==> src/rtl/morse_rx_decoder.sv <==
// morse_rx_decoder
// Decodes the time-expanded Morse line from the TX stage. The line is sampled
// once per half-second tick (any change of iHalfSec). Mark runs of DOT_TICKS
// or DASH_TICKS become Dot/Dash, a space run of CHAR_GAP_TICKS ends the
// character, and the A-Z letter index (A=0) is shifted into a 7-slot buffer.
//
// Ports:
//   iCLK, iRST    clock, asynchronous active-high reset
//   iEnable       decoder enable; when low, ticks are ignored and the
//                 assembler is held idle (buffer/char/error retained)
//   iLine         Morse line, 1 = mark
//   iHalfSec      free-running half-second counter; a change is one tick
//   iClear        synchronous clear of buffer, error and assembler
//   oChar         last decoded letter index
//   oCharValid    one-clock pulse when oChar/oDisplayData update
//   oDisplayData  7 x 5-bit slots, newest in [4:0], oldest in [34:30]
//   oError        sticky decode error, cleared by a good character or iClear
//   oBusy         high while the decoder is not idle
//   oState        current FSM state (debug)
module morse_rx_decoder #(
    parameter int DOT_TICKS      = 1,
    parameter int DASH_TICKS     = 3,
    parameter int CHAR_GAP_TICKS = 3,
    parameter int EMPTY_CODE     = 31
) (
    input  logic        iCLK,
    input  logic        iRST,
    input  logic        iEnable,
    input  logic        iLine,
    input  logic [3:0]  iHalfSec,
    input  logic        iClear,
    output logic [4:0]  oChar,
    output logic        oCharValid,
    output logic [34:0] oDisplayData,
    output logic        oError,
    output logic        oBusy,
    output logic [1:0]  oState
);

    typedef enum logic [1:0] {IDLE, MARK, SPACE, RESYNC} state_t;

    localparam logic [2:0]  DOT_W   = 3'(DOT_TICKS);
    localparam logic [2:0]  DASH_W  = 3'(DASH_TICKS);
    localparam logic [2:0]  GAP_W   = 3'(CHAR_GAP_TICKS);
    localparam logic [34:0] EMPTY_W = {7{5'(EMPTY_CODE)}};

    state_t      state, state_n;
    logic [2:0]  mark_cnt, mark_cnt_n;
    logic [2:0]  space_cnt, space_cnt_n;
    logic [3:0]  sym_bits, sym_bits_n;
    logic [2:0]  sym_len, sym_len_n;
    logic [3:0]  prev_half_sec;
    logic [4:0]  char_q, char_n;
    logic        char_valid_q, char_valid_n;
    logic [34:0] display_q, display_n;
    logic        error_q, error_n;
    logic        tick;
    logic [5:0]  look;

    // Returns {hit, index}. Symbols are LSB-first, Dash = 1; unused upper
    // bits of sym_bits are always zero because the assembler clears them.
    function automatic logic [5:0] lookup(input logic [2:0] len, input logic [3:0] bits);
        case ({len, bits})
            {3'd2, 4'b0010}: lookup = {1'b1, 5'd0};   // A .-
            {3'd4, 4'b0001}: lookup = {1'b1, 5'd1};   // B -...
            {3'd4, 4'b0101}: lookup = {1'b1, 5'd2};   // C -.-.
            {3'd3, 4'b0001}: lookup = {1'b1, 5'd3};   // D -..
            {3'd1, 4'b0000}: lookup = {1'b1, 5'd4};   // E .
            {3'd4, 4'b0100}: lookup = {1'b1, 5'd5};   // F ..-.
            {3'd3, 4'b0011}: lookup = {1'b1, 5'd6};   // G --.
            {3'd4, 4'b0000}: lookup = {1'b1, 5'd7};   // H ....
            {3'd2, 4'b0000}: lookup = {1'b1, 5'd8};   // I ..
            {3'd4, 4'b1110}: lookup = {1'b1, 5'd9};   // J .---
            {3'd3, 4'b0101}: lookup = {1'b1, 5'd10};  // K -.-
            {3'd4, 4'b0010}: lookup = {1'b1, 5'd11};  // L .-..
            {3'd2, 4'b0011}: lookup = {1'b1, 5'd12};  // M --
            {3'd2, 4'b0001}: lookup = {1'b1, 5'd13};  // N -.
            {3'd3, 4'b0111}: lookup = {1'b1, 5'd14};  // O ---
            {3'd4, 4'b0110}: lookup = {1'b1, 5'd15};  // P .--.
            {3'd4, 4'b1011}: lookup = {1'b1, 5'd16};  // Q --.-
            {3'd3, 4'b0010}: lookup = {1'b1, 5'd17};  // R .-.
            {3'd3, 4'b0000}: lookup = {1'b1, 5'd18};  // S ...
            {3'd1, 4'b0001}: lookup = {1'b1, 5'd19};  // T -
            {3'd3, 4'b0100}: lookup = {1'b1, 5'd20};  // U ..-
            {3'd4, 4'b1000}: lookup = {1'b1, 5'd21};  // V ...-
            {3'd3, 4'b0110}: lookup = {1'b1, 5'd22};  // W .--
            {3'd4, 4'b1001}: lookup = {1'b1, 5'd23};  // X -..-
            {3'd4, 4'b1101}: lookup = {1'b1, 5'd24};  // Y -.--
            {3'd4, 4'b0011}: lookup = {1'b1, 5'd25};  // Z --..
            default:         lookup = 6'd0;
        endcase
    endfunction

    assign tick = (iHalfSec != prev_half_sec);
    assign look = lookup(sym_len, sym_bits);

    always_ff @(posedge iCLK or posedge iRST) begin
        if (iRST) begin
            state         <= IDLE;
            mark_cnt      <= 3'd0;
            space_cnt     <= 3'd0;
            sym_bits      <= 4'd0;
            sym_len       <= 3'd0;
            prev_half_sec <= 4'd0;
            char_q        <= 5'd0;
            char_valid_q  <= 1'b0;
            display_q     <= EMPTY_W;
            error_q       <= 1'b0;
        end else begin
            state         <= state_n;
            mark_cnt      <= mark_cnt_n;
            space_cnt     <= space_cnt_n;
            sym_bits      <= sym_bits_n;
            sym_len       <= sym_len_n;
            prev_half_sec <= iHalfSec;
            char_q        <= char_n;
            char_valid_q  <= char_valid_n;
            display_q     <= display_n;
            error_q       <= error_n;
        end
    end

    always_comb begin
        state_n      = state;
        mark_cnt_n   = mark_cnt;
        space_cnt_n  = space_cnt;
        sym_bits_n   = sym_bits;
        sym_len_n    = sym_len;
        char_n       = char_q;
        char_valid_n = 1'b0;
        display_n    = display_q;
        error_n      = error_q;

        if (iClear) begin
            // Wins over a completion on the same tick: that character is dropped.
            state_n     = IDLE;
            mark_cnt_n  = 3'd0;
            space_cnt_n = 3'd0;
            sym_bits_n  = 4'd0;
            sym_len_n   = 3'd0;
            display_n   = EMPTY_W;
            error_n     = 1'b0;
        end else if (!iEnable) begin
            state_n     = IDLE;
            mark_cnt_n  = 3'd0;
            space_cnt_n = 3'd0;
            sym_bits_n  = 4'd0;
            sym_len_n   = 3'd0;
        end else if (tick) begin
            case (state)
                IDLE: begin
                    if (iLine) begin
                        state_n    = MARK;
                        mark_cnt_n = 3'd1;
                    end
                end
                MARK: begin
                    if (iLine) begin
                        if (mark_cnt != 3'd7) mark_cnt_n = mark_cnt + 3'd1;
                    end else if ((mark_cnt == DOT_W || mark_cnt == DASH_W) && sym_len != 3'd4) begin
                        sym_bits_n[sym_len[1:0]] = (mark_cnt == DASH_W);
                        sym_len_n   = sym_len + 3'd1;
                        state_n     = SPACE;
                        space_cnt_n = 3'd1;
                        mark_cnt_n  = 3'd0;
                    end else begin
                        error_n     = 1'b1;
                        sym_bits_n  = 4'd0;
                        sym_len_n   = 3'd0;
                        state_n     = RESYNC;
                        space_cnt_n = 3'd0;
                        mark_cnt_n  = 3'd0;
                    end
                end
                SPACE: begin
                    if (iLine) begin
                        // Only reachable with space_cnt below the gap length.
                        state_n    = MARK;
                        mark_cnt_n = 3'd1;
                    end else if (space_cnt + 3'd1 == GAP_W) begin
                        if (look[5]) begin
                            char_n       = look[4:0];
                            display_n    = {display_q[29:0], look[4:0]};
                            char_valid_n = 1'b1;
                            error_n      = 1'b0;
                        end else begin
                            error_n = 1'b1;
                        end
                        // A full gap has already been seen, so a miss can
                        // restart straight from IDLE.
                        sym_bits_n  = 4'd0;
                        sym_len_n   = 3'd0;
                        state_n     = IDLE;
                        space_cnt_n = 3'd0;
                    end else begin
                        space_cnt_n = space_cnt + 3'd1;
                    end
                end
                RESYNC: begin
                    if (iLine) begin
                        space_cnt_n = 3'd0;
                    end else if (space_cnt + 3'd1 == GAP_W) begin
                        state_n     = IDLE;
                        space_cnt_n = 3'd0;
                    end else begin
                        space_cnt_n = space_cnt + 3'd1;
                    end
                end
                default: state_n = IDLE;
            endcase
        end
    end

    assign oChar        = char_q;
    assign oCharValid   = char_valid_q;
    assign oDisplayData = display_q;
    assign oError       = error_q;
    assign oBusy        = (state != IDLE);
    assign oState       = state;

endmodule
==> config.mk <==
export PLATFORM = sky130hd
export DESIGN_NAME = morse_rx_decoder
export DESIGN_NICKNAME = d
export VERILOG_FILES = /design/src/rtl/morse_rx_decoder.sv
export SDC_FILE = /design/constraint.sdc
export NUM_CORES = 1
export LEC_CHECK = 0
export CELL_PAD_IN_SITES_DETAIL_PLACEMENT = 0
export CELL_PAD_IN_SITES_GLOBAL_PLACEMENT = 1
export CORE_UTILIZATION = 45
export DETAILED_ROUTE_END_ITERATION = 6
export DONT_BUFFER_PORTS = 1
export HOLD_SLACK_MARGIN = 0.06
export PLACE_DENSITY_LB_ADDON = 0.1
export RECOVER_POWER = 100
export SLEW_MARGIN = 5
export SYNTH_ARGS = -nofsm -noshare
export SYNTH_HDL_FRONTEND = slang
export SYNTH_SLANG_ARGS = --single-unit
==> constraint.sdc <==
create_clock -name iCLK -period 2.3 [get_ports iCLK]
set_input_delay 0.575 -clock iCLK [delete_from_list [all_inputs] [get_ports iCLK]]
set_output_delay 0.575 -clock iCLK [all_outputs]
set_load 0.01 [all_outputs]
==> impl_metrics.toml, run 1 <==
[clock_tree]
h-tree-depth = 3
clkTransAtPathRegs_ns = 0.08
clockBufferDepth = 2
cts-hold-fix-buffers = 0
cts_root_buffer = "clkbuf_8"
clk_latency_ns = 0.33
cts-buffers-inserted = 9
cts_tree = "built"
cts.sinks = 61

[worst_setup_path]
end_kind = "flop"
worstPathMaxFanout = 6
worst-path-buf-inv = 1
crit_chain = "inv_1 > ha_1 > nor2b_1 > o21ai_1 > a22o_4 > nand3_1 > mux2_1"
cpPeakStageDelay_ns = 0.41
cp_slowest_cell = "dfrtp_1"
cp.arrival_ns = 2.33
cp_top_family = "compound AO/OA/AOI/OAI gates"
startpoint_type = "flop"
cp.required_ns = 2.52
path_class = "flop to flop"

[power_and_ir_drop]
powerDensity_nw_per_um2 = 561.9
finalPower_mw = 2.163
p_leak_nw = 1.641
vdd_ir_drop_max_mv = 0.4491

[drt]
drc = 0
num_vias = 2480
first_iter_violations = 87
drt_pre_antenna_iters = 4
wl_mm = 7.682
ant_nets = 0
drt-vias-per-instance = 5.536
wl_per_cell_um = 17.15

[global_routing]
grt.total_usage_pct = 20.13
antenna_found_initial = 0
grt_use_met3_pct = 4.653
grt_util_met1_pct = 26.99
grt_pass1_wl_mm = 12.99
grt_overflow = 0
grt_use_met2_pct = 31.87
grt_max_degree = 62
gr-max-usage-layer = "met2"
grt_pass1_vias = 2538

[placement]
dpl_worst_slack_ns = 0.1062
gp_congestion = 0.8006
port_buffers = 0
hpwl_mm = 5.392

[logic_synthesis]
synth_top_family_by_area = "simple AND/OR/NAND/NOR gates"
avgSynthCellArea_um2 = 10.60
synth_compound_area_share_pct = 12.91
synth-edff-count = 0
synth-adder-area-share_pct = 7.151
synth_warnings = 0
synthesis.nets = 359
syn_area_um2 = 3500
yosys.area.top_type_share_pct = 26.28
ys_seq_area_share_pct = 44.87
synth.distinct_cells = 68
synth_xor_area_share_pct = 1.466
yosysTopAreaCell = "dfstp_2"
synthFlopType = "dfstp_2"
synthArstFlopShare_pct = 100.0
synthCells = 330
ys_ff_latch = 61
synth_area_leaders = "dfstp_2 (26%), dfrtp_1 (19%), mux2i_1 (10%)"
synthSimpleGateAreaFrac_pct = 16.37
synthMuxAreaShare_pct = 12.26

[final_layout]
seqCellArea_um2 = 1570
areaGrowthSynthToFinish_pct = 9.975
final_core_util_pct = 52.22
multi_input_area_um2 = 1743
nNetsFinal = 373
nFillCells = 684
drive_above_1_share_pct = 13.18
diodes = 0

[floorplan]
rows = 31
initial_core_util_pct = 47.49
die_w_um = 90.19
die_height_um = 90.19
core_area_um2 = 7370
dieArea_um2 = 8133
io_pins = 54

[timing]
hold_viol = 0
fmax_mhz = 473.5
skew_ns = 0.01161
tightest_slew_ns = 1.506
maxSlewViolCount = 61
rsz0062_at_grt = "false"
relSlewSlack_pct = -0.4217
worst_slack_ns = 0.1882
setup_tns_ns = 0
setup_viol = 0
period_needed_ns = 2.112
whs_ns = 0.2681
finalCritPeriodShare_pct = 91.82

[status]
violations = "max-capacitance violations, max-slew violations"
status = "complete, but fails checks"

[flow_run]
maxCapViolCount = 1

[worst_hold_path]
min_path_type = "primary input to flop"
## worst register-to-register path, cell delays in order (launching register included)
cell and delay (ns):
dfrtp_1 0.41, inv_1 0.12, ha_1 0.27, nor2b_1 0.17, o21ai_1 0.13, a22o_4 0.30
nand3_1 0.24, mux2_1 0.36
## flip-flops by register name (all words and copies together), names as in the netlist
signal         count
oChar              5
mark_cnt           3
sym_bits           4
space_cnt          3
oState             2
oCharValid         1
oDisplayData      35
oError             1
sym_len            3
prev_half_sec      4
## path summary, 6_finish.rpt
path / startpoint / end / slack [ns] / depth (start not counted)
max in group asynchronous: iRST / sym_len[2] / 0.76 / 2
worst max register to register: sym_bits[1] / oChar[3] / 0.19 / 7
worst min register to register: mark_cnt[1] / mark_cnt[1] / 0.52 / 2
min in group asynchronous: iRST / sym_bits[0] / 0.65 / 2
worst max-delay path: sym_bits[1] / oChar[3] / 0.19 / 7
worst min-delay path: iHalfSec[2] / prev_half_sec[2] / 0.27 / 0
## metrics by stage
step,cell area [um2],instances
after global placement,3699,432
after CTS,3899,448
after floorplan,3500,330
after detailed placement,3699,432
final,3849,448
after global routing,3849,448
## final cells by class
cell class | instances | share of cell area, %
Clock inverter | 5 | 1.528
Sequential cell | 61 | 40.80
Inverter | 19 | 1.853
Multi-Input combinational cell | 231 | 45.29
Clock buffer | 11 | 3.674
Timing Repair Buffer | 22 | 3.641
Tap cell | 99 | 3.218
## cell usage in the layout (no fill, tap or decap), drive strengths merged, types with 3 or more instances in the layout
| cell type | instances |
|---|---|
| nand4 | 6 |
| nor2 | 45 |
| o21ai | 15 |
| buf | 15 |
| nor3 | 5 |
| a21oi | 6 |
| o32ai | 3 |
| clkbuf | 18 |
| nor2b | 7 |
| dfrtp | 26 |
| dfstp | 35 |
| a32o | 4 |
| ha | 20 |
| xnor2 | 5 |
| nand2b | 4 |
| nand3 | 8 |
| inv | 20 |
| nand2 | 10 |
| nor4 | 6 |
| mux2i | 35 |
| mux2 | 7 |
## routing by layer
metal	wire length [um]	vias up
met3	333	5
met4	77	0
met1	3589	1213
li1	-	1210
met2	3681	52
met5	0	-
## where the power goes
group | switching, mW | internal, mW | total [mW]
clock | 0.437 | 0.532 | 0.969
sequential | 0.00577 | 1.08 | 1.08
combinational | 0.0733 | 0.0354 | 0.109
total | 0.516 | 1.65 | 2.16
## repair_timing
action	4_1_cts	5_1_grt
setup endpoints to repair	0	11
setup buffers	0	0
resized for setup	0	1
endpoints found under the hold margin	0	0
## cells in the mapped netlist, types with 2 or more instances
library cell,n
ha_1,20
o21ai_0,8
a21oi_1,5
nand3_1,7
o32ai_1,3
o41ai_1,2
a32o_1,4
nand2b_1,3
nand4_1,6
nor2b_1,7
buf_2,4
mux2_1,6
o21ai_1,7
inv_1,19
nor4_1,6
xnor2_1,4
mux2i_1,35
nor2_1,44
clkbuf_1,11
nor3_1,4
or3b_1,2
dfrtp_1,26
o31ai_1,2
and2b_1,2
and4_1,2
a211o_1,2
buf_6,3
nand2_1,9
dfstp_2,35
o2bb2ai_1,2
and2_1,2
or3_1,2
## logic make-up after synthesis
kind of cell / count (synthesis)
AOI/OAI and AO/OA: 58
xor gates and xnor gates: 5
DFF: 61
and+or+nand+nor: 106
muxes: 42
adders and majority gates: 20
buffers and inverters: 38
No activity file was read; power rests on OpenSTA's default activity.
==> run 2, diff against run 1 <==
==> constraint.sdc (replaced) <==
create_clock -name iCLK -period 2.2 [get_ports iCLK]
set_input_delay 0.55 -clock iCLK [delete_from_list [all_inputs] [get_ports iCLK]]
set_output_delay 0.55 -clock iCLK [all_outputs]
set_load 0.01 [all_outputs]
==> impl_metrics.toml, run 2 (synthesis results as in run 1) <==
[clock_tree]
clockBufferDepth = 2
cts_root_buffer = "clkbuf_8"
clk_latency_ns = 0.34
cts_tree = "built"
cts-buffers-inserted = 9
cts-hold-fix-buffers = 0
cts.sinks = 61
clkTransAtPathRegs_ns = 0.07
h-tree-depth = 3

[final_layout]
areaGrowthSynthToFinish_pct = 11.44
largest_reg_flops = 35
final_design_area_no_fill_um2 = 3900
seqCellArea_um2 = 1572
multi_input_area_um2 = 1764
layoutNonFillerInstCount = 444
diodes = 0
mostFrequentLayoutCells = "nor2_1 (44), mux2i_1 (35), dfstp_2 (33)"
drive_above_1_share_pct = 24.35
nNetsFinal = 369
final_common_cell = "nor2_1"
nFillCells = 670

[timing]
finalCritPeriodShare_pct = 91.56
setup_viol = 0
hold_viol = 0
relSlewSlack_pct = 33.85
tightest_slew_ns = 0.9923
skew_ns = 0.01025
rsz0062_at_grt = "false"
period_needed_ns = 2.014
maxSlewViolCount = 0
setup_tns_ns = 0
fmax_mhz = 496.4

[global_routing]
grt_overflow = 0
grt_pass1_vias = 2513
grt_pass1_wl_mm = 12.89
grt.total_usage_pct = 20.25
antenna_found_initial = 0
grt_max_degree = 44

[power_and_ir_drop]
vdd_ir_drop_max_mv = 0.3348
p_leak_nw = 1.722
finalPower_mw = 2.285
powerDensity_nw_per_um2 = 585.9

[floorplan]
die_w_um = 90.19
core_area_um2 = 7370
dieArea_um2 = 8133
initial_core_util_pct = 47.49
rows = 31
io_pins = 54
die_height_um = 90.19

[drt]
first_iter_violations = 121
drc = 0
ant_nets = 0
drt-vias-per-instance = 5.505
wl_per_cell_um = 16.94
num_vias = 2444
wl_mm = 7.522
drt_pre_antenna_iters = 4

[status]
status = "finished clean"

[worst_setup_path]
worst-path-buf-inv = 2
cp.arrival_ns = 2.28
cpPeakStageDelay_ns = 0.43
path_class = "flop to flop"
cp_top_family = "flip-flops"
worstPathMaxFanout = 12
cp.required_ns = 2.47
end_kind = "flop"
startpoint_type = "flop"
crit_chain = "inv_1 > ha_1 > nor2b_2 > o21ai_1 > a22o_4 > nand2_4 > buf_12 > mux2i_1"
cp_slowest_cell = "dfrtp_2"

[placement]
postPlaceCellArea_um2 = 3699
port_buffers = 0
hpwl_mm = 5.360
dp.cells = 427
gp_congestion = 0.8202

[worst_hold_path]
min_path_type = "primary input to flop"

[flow_run]
maxCapViolCount = 0
[run 2: path summary, 6_finish.rpt]
path	startpoint	to	slack, ns	depth (start not counted)
max in group asynchronous	iRST	sym_bits[1]	0.38	2
worst min register to register	mark_cnt[1]	mark_cnt[1]	0.53	2
worst max-delay path	sym_bits[1]	oDisplayData[11]	0.19	8
worst min-delay path	iHalfSec[2]	prev_half_sec[2]	0.24	0
min in group asynchronous	iRST	oDisplayData[26]	0.69	1
worst max register to register	sym_bits[1]	oDisplayData[11]	0.19	8
[run 2: power breakdown]
group | leakage, nW | total, mW | switching [mW] | internal [mW]
sequential | 0.717 | 1.14 | 0.00549 | 1.13
clock | 0.102 | 1.03 | 0.449 | 0.582
combinational | 0.903 | 0.116 | 0.0786 | 0.0379
total | 1.72 | 2.29 | 0.533 | 1.75
[run 2: metal layers]
| metal | track usage (%) | part of all wire (%) | vias to the layer above |
|---|---|---|---|
| met1 | 26.55 | 47 | 1187 |
| met2 | 31.36 | 47 | 51 |
| met4 | 4.839 | 0.90 | 0 |
| met5 | 0 | 0 | - |
| met3 | 8.037 | 5.7 | 5 |
| li1 | - | - | 1201 |
[run 2: layout make-up]
type / count / area share, %
multi-input cells: 231 / 45.24
flip-flops and latches: 61 / 40.30
repair buffers: 18 / 4.267
clock buffers: 12 / 3.978
well taps: 99 / 3.176
inverters: 19 / 1.829
clock inverters: 4 / 1.219
[run 2: what timing repair did]
item / in CTS / in global routing
setup endpoints to repair: 0 / 33
gates resized for setup: 0 / 3
setup buffers: 0 / 1
[run 2: metrics by stage]
stage | hold WS, ns | utilization (%) | setup slack (ns)
after CTS | 0.2221 | 52.94 | 0.1151
after global placement | 0.5229 | 50.19 | 0.1616
final | 0.2391 | 52.92 | 0.1856
after detailed placement | 0.5304 | 50.19 | 0.1196
after global routing | 0.2119 | 52.92 | 0.009420
after floorplan | 0.4952 | - | 0.08789
==> run 3, diff against run 2 <==
==> constraint.sdc (replaced) <==
create_clock -name iCLK -period 1.8 [get_ports iCLK]
set_input_delay 0.45 -clock iCLK [delete_from_list [all_inputs] [get_ports iCLK]]
set_output_delay 0.45 -clock iCLK [all_outputs]
set_load 0.01 [all_outputs]
==> impl_metrics.toml, run 3 (synthesis results as in run 1) <==
[final_layout]
largest_reg_flops = 35
mostFrequentLayoutCells = "buf_4 (46), nor2_1 (43), mux2i_1 (35), dfstp_1 (35), dfrtp_1 (19)"
seqCellArea_um2 = 1579
multi_input_area_um2 = 1986
areaGrowthSynthToFinish_pct = 28.24
drive_above_1_share_pct = 33.85
final_common_cell = "buf_4"
final_design_area_no_fill_um2 = 4488
nFillCells = 632
nNetsFinal = 408
diodes = 0

[clock_tree]
cts-buffers-inserted = 9
clockBufferDepth = 2
cts.sinks = 61
cts_tree = "built"
cts_root_buffer = "clkbuf_8"
clkTransAtPathRegs_ns = 0.08
h-tree-depth = 3
clk_latency_ns = 0.34

[timing]
setup_viol = 0
finalCritPeriodShare_pct = 99.74
period_needed_ns = 1.795
setup_tns_ns = 0
skew_ns = 0.01165
rsz0062_at_grt = "true"
maxSlewViolCount = 0
worst_slack_ns = 0.004728
tightest_slew_ns = 1.007
whs_ns = 0.1298
fmax_mhz = 557.0
hold_viol = 0
relSlewSlack_pct = 32.90

[floorplan]
core_area_um2 = 7370
die_w_um = 90.19
initial_core_util_pct = 47.49
rows = 31
dieArea_um2 = 8133
die_height_um = 90.19
io_pins = 54

[drt]
drc = 0
wl_per_cell_um = 16.56
ant_nets = 0
drt-vias-per-instance = 5.470
num_vias = 2642
first_iter_violations = 119
wl_mm = 7.998
drt_pre_antenna_iters = 4

[power_and_ir_drop]
internal_power_mw = 2.130
p_sw_mw = 0.6842
vdd_ir_drop_max_mv = 0.4619
p_leak_nw = 1.896
powerDensity_nw_per_um2 = 627.0
pwr-share-clk_pct = 44.5
p_comb_share_pct = 6.2
p_seq_share_pct = 49.3
p_sw_share_pct = 24.31

[worst_hold_path]
worstHoldStart = "iHalfSec[1]"
worstHoldEndpoint = "prev_half_sec[1]"
min_path_type = "primary input to flop"
hold_path_depth = 0

[worst_setup_path]
ff2ff_path_depth = 7
cp_slowest_cell = "dfrtp_2"
r2r_start = "sym_bits[1]"
rr_endpoint = "oChar[0]"
path_class = "flop to flop"
crit_chain = "inv_2 > ha_4 > nor2b_4 > o21ai_2 > a22o_4 > nand3_4 > mux2_4"
r2r_setup_slack_ns = 0.005
startpoint_type = "flop"
end_kind = "flop"
cpPeakStageDelay_ns = 0.45
worstPathMaxFanout = 6
cp.arrival_ns = 2.02
cp.required_ns = 2.02

[placement]
gp_congestion = 0.8696
port_buffers = 0
dpl_worst_slack_ns = -0.07138
hpwl_mm = 5.604
postPlaceCellArea_um2 = 3978

[flow_run]
maxCapViolCount = 0

[global_routing]
grt_pass1_vias = 2535
grt_pass1_wl_mm = 13.22
grt_overflow = 0
antenna_found_initial = 0
grt.total_usage_pct = 20.55
grt_max_degree = 44

[status]
status = "finished clean"
[run 3: changes by cell type in the layout (fill, tap and decap cells not counted), moves of 6 or more]
cell and delta:
dfrtp_1 -6, buf_4 +33, ha_1 -7, dfstp_1 +33, dfstp_2 -33, dfrtp_2 +6
[run 3: what timing repair did]
action                                  in CTS  in global routing
pin swaps                                    3                 17
gates resized for setup                     15                 24
hold buffers                                 1                  0
cloned                                       0                  1
endpoints found under the setup margin      46                 54
setup buffers                                7                  9
hold endpoints to repair                     3                  0
[run 3: cell type report]
class	count	area share, %
Multi-Input combinational cell	231	44.24
Clock buffer	11	3.150
Clock inverter	5	1.310
Timing Repair Buffer	57	11.63
Sequential cell	61	35.18
Tap cell	99	2.760
Inverter	19	1.728
[run 3: power groups by stage]
| stage | Sequential [mW] | Clock (mW) | Combinational, mW |
|---|---|---|---|
| floorplan | 1.42 | 0 | 0.122 |
| global placement | 1.42 | 0 | 0.171 |
| detailed placement | 1.42 | 0 | 0.172 |
| CTS | 1.39 | 1.28 | 0.177 |
| global route | 1.39 | 1.34 | 0.195 |
| finish | 1.39 | 1.25 | 0.174 |
[run 3: stage by stage]
stage | util, % | power (mW) | instances
6_report | 60.90 | 2.814 | 483
5_1_grt | 60.90 | 2.923 | 483
4_1_cts | 58.37 | 2.846 | 473
3_5_place_dp | 53.97 | 1.588 | 449
3_3_place_gp | 53.97 | 1.586 | 449
2_1_floorplan | - | 1.538 | 330
[run 3: worst max-delay path by stage]
stage / from / cells past startpoint / slack, ns / end
floorplan: sym_len[0] / 9 / -0.03 / sym_bits[3]
global placement: space_cnt[1] / 7 / -0.07 / oDisplayData[1]
detailed placement: oState[0] / 7 / -0.07 / oDisplayData[1]
CTS: sym_bits[0] / 7 / -0.01 / oChar[0]
global route: sym_len[0] / 6 / -0.07 / oChar[4]
finish: sym_bits[1] / 7 / 0.005 / oChar[0]
[run 3: per-layer routing]
metal  up-vias  global-route usage, %  share of wire (%)
li1       1293                      -                  -
met1      1273                  28.15                 47
met2        67                  30.79                 47
met3         9                  6.261                5.2
met4         0                  7.124                1.4
met5         -                      0                  0
[run 3: critical path: cells and delay by family (launching register included)]
kind	cells	cell delay, ns
flip-flops	1	0.45
AND/OR/NAND/NOR	2	0.24
adder cells (fa/ha/maj)	1	0.21
buffers and inverters	1	0.10
multiplexers	1	0.31
AO/OA/AOI/OAI	2	0.37
